===== config.mk =====
export PLATFORM = sky130hd
export DESIGN_NAME = commit_trace_feeder
export DESIGN_NICKNAME = d
export VERILOG_FILES = /design/src/rtl/commit_trace_feeder.sv
export SDC_FILE = /design/constraint.sdc
export NUM_CORES = 2
export LEC_CHECK = 0
export BUFFER_PORTS_ARGS = -buffer_cell sky130_fd_sc_hd__buf_2
export CAP_MARGIN = 40
export CORE_MARGIN = 2
export CORE_UTILIZATION = 35
export CTS_CLUSTER_SIZE = 12
export DETAILED_ROUTE_END_ITERATION = 16
export HOLD_SLACK_MARGIN = 0.03
export PLACE_DENSITY = 0.57
export SLEW_MARGIN = 15
export SYNTH_ARGS = -nofsm -noshare
export SYNTH_HDL_FRONTEND = slang
export SYNTH_SLANG_ARGS = --single-unit

===== constraint.sdc =====
create_clock -name clk -period 10.8 [get_ports clk]
set_input_delay 1.08 -clock clk [delete_from_list [all_inputs] [get_ports clk]]
set_output_delay 1.08 -clock clk [all_outputs]
set_load 0.01 [all_outputs]

===== src/rtl/commit_trace_feeder.sv =====
// Buffers retired PC/insn pairs (two lanes) and feeds them one at a time to the
// lockstep checker, collecting match/miss/insn-error statistics.
module commit_trace_feeder #(
    parameter int          DEPTH        = 16,
    parameter logic [63:0] IDLE_PC      = 64'hFFFF_FFFF_FFFF_FFFF,
    parameter bit          STOP_ON_MISS = 1'b1
) (
    input  logic                     clk,
    input  logic                     rst_n,
    input  logic                     enable,
    input  logic [1:0]               retire_vld,
    input  logic [63:0]              retire_pc0,
    input  logic [31:0]              retire_insn0,
    input  logic [63:0]              retire_pc1,
    input  logic [31:0]              retire_insn1,
    output logic                     retire_stall,
    output logic [63:0]              chk_pc,
    input  logic [63:0]              ref_pc,
    input  logic [31:0]              ref_insn,
    input  logic                     ref_miss,
    output logic                     halted,
    output logic                     overflow,
    output logic [$clog2(DEPTH):0]   fifo_level,
    output logic [31:0]              match_cnt,
    output logic [31:0]              miss_cnt,
    output logic [31:0]              insn_err_cnt
);

    localparam int AW = $clog2(DEPTH);
    localparam int LW = AW + 1;

    typedef enum logic [1:0] {IDLE, PRESENT, CHECK, HALTED} state_t;

    logic [63:0]   pc_mem   [DEPTH];
    logic [31:0]   insn_mem [DEPTH];
    logic [AW-1:0] wr_ptr, rd_ptr;
    logic [LW-1:0] level, free_cnt, push_cnt, lvl_after_pop;
    state_t        state, state_nxt;
    logic [63:0]   chk_pc_nxt, next_head_pc;
    logic          acc0, acc1, drop;
    logic          pop, halt_set, cnt_match, cnt_miss, cnt_err;

    // The checker reports the compare outcome through ref_miss; the reference PC itself is not needed.
    logic unused_ref_pc;
    assign unused_ref_pc = ^ref_pc;

    assign fifo_level   = level;
    assign free_cnt     = LW'(DEPTH) - level;
    assign retire_stall = free_cnt < LW'(2);

    // Lane0 takes the first free slot, so lane1 is the one dropped when only one remains.
    assign acc0     = retire_vld[0] && (free_cnt != '0);
    assign acc1     = retire_vld[1] && (free_cnt > LW'(acc0));
    assign drop     = (retire_vld[0] && !acc0) || (retire_vld[1] && !acc1);
    assign push_cnt = LW'(acc0) + LW'(acc1);

    assign lvl_after_pop = level + push_cnt - LW'(1);
    // If the popped entry was the last stored one, the next head is being written this cycle.
    assign next_head_pc  = (level != LW'(1)) ? pc_mem[rd_ptr + AW'(1)] :
                           (acc0 ? retire_pc0 : retire_pc1);

    always_comb begin
        state_nxt  = state;
        chk_pc_nxt = IDLE_PC;
        pop        = 1'b0;
        halt_set   = 1'b0;
        cnt_match  = 1'b0;
        cnt_miss   = 1'b0;
        cnt_err    = 1'b0;
        case (state)
            IDLE: begin
                if (level != '0 && enable && !halted) begin
                    state_nxt  = PRESENT;
                    chk_pc_nxt = pc_mem[rd_ptr];
                end
            end
            PRESENT: state_nxt = CHECK;
            CHECK: begin
                if (!ref_miss) begin
                    cnt_match = 1'b1;
                    cnt_err   = (ref_insn != insn_mem[rd_ptr]);
                    pop       = 1'b1;
                end else begin
                    cnt_miss = 1'b1;
                    if (STOP_ON_MISS) halt_set = 1'b1;
                    else              pop      = 1'b1;
                end
                if (halt_set) begin
                    state_nxt = HALTED;
                end else if (lvl_after_pop != '0 && enable) begin
                    state_nxt  = PRESENT;
                    chk_pc_nxt = next_head_pc;
                end else begin
                    state_nxt = IDLE;
                end
            end
            HALTED:  state_nxt = HALTED;
            default: state_nxt = IDLE;
        endcase
    end

    always_ff @(posedge clk) begin
        if (!rst_n) begin
            state        <= IDLE;
            chk_pc       <= IDLE_PC;
            wr_ptr       <= '0;
            rd_ptr       <= '0;
            level        <= '0;
            halted       <= 1'b0;
            overflow     <= 1'b0;
            match_cnt    <= '0;
            miss_cnt     <= '0;
            insn_err_cnt <= '0;
        end else begin
            state  <= state_nxt;
            chk_pc <= chk_pc_nxt;
            wr_ptr <= wr_ptr + AW'(push_cnt);
            rd_ptr <= rd_ptr + AW'(pop);
            level  <= level + push_cnt - LW'(pop);
            if (halt_set) halted   <= 1'b1;
            if (drop)     overflow <= 1'b1;
            if (cnt_match && match_cnt != '1)    match_cnt    <= match_cnt + 32'd1;
            if (cnt_miss && miss_cnt != '1)      miss_cnt     <= miss_cnt + 32'd1;
            if (cnt_err && insn_err_cnt != '1)   insn_err_cnt <= insn_err_cnt + 32'd1;
        end
    end

    always_ff @(posedge clk) begin
        if (acc0) begin
            pc_mem[wr_ptr]   <= retire_pc0;
            insn_mem[wr_ptr] <= retire_insn0;
        end
        if (acc1) begin
            pc_mem[wr_ptr + AW'(acc0)]   <= retire_pc1;
            insn_mem[wr_ptr + AW'(acc0)] <= retire_insn1;
        end
    end

endmodule


==> qor.txt <==
sequential share of the synthesized area: 53.0%
Post-DP Area: 99900 sq um
CTS Hold Buffers Added: 0
max incr delay on CP: 780 ps
Rows: 189
hold endpoint: match_cnt[29]
EDFF count, synth: 1536
DR pass1 iterations: 6
routed wl met2: 147 mm
total detailed-routing wirelength: 318 mm
Ys Warns: 0
Hold Path Stages: 2
CTS clk-pin slew, worst paths: 60 ps
asr flop ratio synth: 0%
R2R depth: 18
Top Family by Delay on Critical Path: buffers and inverters
clk buf depth: 3
syn avg cell area: 16.2 sq um
worst IR drop on VDD: 332 uV
Power Density: 192 nW/um^2
Netlist cell types: 67
1st-iter DRT viols: 6445
total power: 20400 uW
Routed met3 length: 27.0 mm
Detailed Place HPWL: 176 mm
initial antenna violation count: 99
R2R Setup Slk: 4110 ps
Buf+Inv Stages, Crit Path: 6
crit path time final: 6690 ps
CTS tree: built
Die ar.: 272000 sq um
M1 wire length: 135 mm
DR vias/cell: 6.05
cells along the critical path: inv_1 > ha_1 > and2_1 > ha_1 > nor3b_1 > nand2b_1 > inv_6 > buf_16 > ha_1 > ha_1 > inv_1 > nor2_1 > a21oi_1 > o22ai_1 > and2_4 > buf_4 > buf_4 > mux2_2
Post-CTS Setup Inserts: 0
Mapped Cells: 5775
fmax: 150 MHz
drt wl/cell: 33.0 microns
CP Max Fanout: 38
worst hold path type: reg -> reg
Final nets: 6218
post-route design area: 106000 sq um
Root Buffer: clkbuf_16
combinational power share: 25.2%
# setup viols final: 0
via count: 58300
GRT Util Overall: 22.9%
Clock Sinks: 1713
ys flop type: edfxtp_1
Max Slew Vio Count: 0
Internal Pwr Total: 14300 uW
Slowest cell on crit path: buf_4
Core ar.: 266000 sq um
maximum number of pins on one net before global-route repair: 130
most used cell, CP: ha_1
Synth Cell Area: 93700 sq um
Clk pwr share: 32.6%
number of synthesized register bits: 1713
layout cell share with drive strength beyond 1: 52.4%
HP Start: match_cnt[29]
Vert. Die Dim: 521 microns
first-pass GRT wire length: 448 mm
I/O Buffers: 397
Data arrival, critical path: 7270 ps
status: complete, no violations
switching pwr: 6150 uW
Non-Filler Instances: 9639
FF-to-FF Start: fifo_level[1]
total grt overflow: 0
gpl congestion: 0.775
switch share: 30.1%
Lkg Pwr: 0.0335 uW
Die X-Extent: 521 microns
IO Pins: 462
WP data required: 11380 ps
initial core utilization: 35.3%
fill cell count: 24200
max cap viols: 0
setup_tns: 0 ps
final worst path period share: 61.9%
Post-CTS Resized: 0
crit end category: register
top sig layer: met5
Cell Count Post-Placement: 9234
RSZ-0062 raised after global routing: false
Layout area overhead: 13.6%
Worst-Skew Late Latency: 870 ps
vias in the first global route: 58400
register share of total power: 42.2%
R2R Path End: insn_mem[4][12]
Worst Setup Path Type: reg -> reg
Final Skew: 36.4 ps
drt drc: 0
Slew Limit Headroom: 27.8%
final hold violations: 0
worst slew pin tran: 1080 ps
antenna-violating nets left: 0
CTS buffer count: 197
Post-Syn Nets: 6090
Worst Setup Start Kind: register
Max H-tree Level: 4
==> routing by layer <==
layer  track usage, %  vias up
met5                0        -
met4             5.99       52
met3             5.08      549
met2             36.0     2694
met1             32.0    31300
li1                 -    23700
==> flip-flops by register name (all words and copies together), names as in the netlist <==
name          count
wr_ptr            4
overflow          1
match_cnt        32
rd_ptr            4
state             2
insn_err_cnt     32
miss_cnt         32
chk_pc           64
halted            1
insn_mem        512
fifo_level        5
pc_mem         1024
==> power groups by stage <==
stage | Combinational, uW | Sequential (uW) | Clock, uW
floorplan | 3250 | 8790 | 0
global placement | 5000 | 8720 | 0
detailed placement | 5140 | 8770 | 0
CTS | 5150 | 8630 | 6780
global route | 5410 | 8690 | 7030
finish | 5140 | 8630 | 6660
==> worst max-delay path by stage <==
stage	start	endpoint	slack, ps	cells past startpoint
5_1_grt	fifo_level[1]	insn_mem[4][12]	3900	18
6_report	fifo_level[1]	insn_mem[4][12]	4110	18
3_3_place_gp	fifo_level[1]	pc_mem[10][45]	3630	15
3_5_place_dp	fifo_level[1]	insn_mem[4][4]	4170	18
2_1_floorplan	fifo_level[3]	insn_mem[10][0]	730	11
4_1_cts	fifo_level[1]	insn_mem[4][12]	4180	18
==> cells by family after synthesis <==
group | Yosys count | synth area share, %
muxes | 2423 | 37.8
DFF | 1713 | 53.0
buffers and inverters | 654 | 2.87
and+or+nand+nor | 547 | 2.85
AOI/OAI and AO/OA | 324 | 2.23
xor gates and xnor gates | 93 | 0.870
adders and majority gates | 21 | 0.297
==> placed cells by master (no fill, tap or decap), types with 28 or more instances in the layout <==
cell type | synthesis | routed
a21oi_1 | 37 | 37
buf_12 | 0 | 33
buf_16 | 0 | 28
buf_2 | 84 | 398
buf_4 | 10 | 93
clkbuf_1 | 447 | 67
clkbuf_16 | 0 | 198
clkinv_2 | 0 | 28
dfxtp_1 | 177 | 173
diode_2 | 0 | 35
edfxtp_1 | 1536 | 1536
inv_1 | 28 | 28
mux2_2 | 1555 | 1555
mux2i_1 | 128 | 128
mux4_2 | 739 | 739
nand2_1 | 208 | 205
nand3_1 | 47 | 46
nor2_1 | 92 | 89
o21ai_0 | 89 | 85
o22ai_1 | 90 | 88
xnor2_1 | 54 | 52
xor2_1 | 39 | 39
==> worst register-to-register path, stage by stage, from the launching register on <==
cell      delay [ps]
dfxtp_1          430
inv_1             90
ha_1             210
and2_1           160
ha_1             290
nor3b_1          150
nand2b_1         250
inv_6            330
buf_16           360
ha_1             290
ha_1             300
inv_1            110
nor2_1           100
a21oi_1           60
o22ai_1          440
and2_4           770
buf_4            790
buf_4            790
mux2_2           520
==> area by class of cell <==
| type | count | area [sq um] | share of cell area (%) |
|---|---|---|---|
| Clock buffer | 284 | 5470 | 5.14 |
| Sequential cell | 1713 | 49700 | 46.7 |
| Multi-Input combinational cell | 3408 | 41600 | 39.1 |
| Clock inverter | 83 | 870 | 0.817 |
| Inverter | 31 | 129 | 0.121 |
| Tap cell | 3533 | 4420 | 4.15 |
| Antenna cell | 35 | 87.6 | 0.0823 |
| Timing Repair Buffer | 552 | 4120 | 3.87 |
==> through the flow <==
step | utilization [%] | hold WS (ps) | setup WS [ps]
floorplan | - | 490 | 729
global placement | 37.2 | 468 | 3630
detailed placement | 37.6 | 474 | 4170
CTS | 40.0 | 449 | 4180
global route | 40.0 | 513 | 3900
finish | 40.1 | 486 | 4110
==> cells in the mapped netlist (all sizes together) (19+ instances only) <==
library cell / count / share of area [%]
ha: 19 / 0.25
o22ai: 90 / 0.60
inv: 30 / 0.12
or4: 20 / 0.16
mux2i: 128 / 1.4
a221oi: 25 / 0.24
nand3: 47 / 0.25
nand2: 208 / 0.83
o21ai: 95 / 0.51
and2: 21 / 0.14
a21oi: 37 / 0.20
nor2: 93 / 0.38
nand4: 25 / 0.17
mux2: 1556 / 19
xnor2: 54 / 0.50
mux4: 739 / 18
dfxtp: 177 / 3.8
clkbuf: 447 / 1.8
xor2: 39 / 0.36
nand2b: 25 / 0.17
buf: 176 / 0.96
o31ai: 19 / 0.15
edfxtp: 1536 / 49
Note: power is estimated with default switching activity, not from simulation.
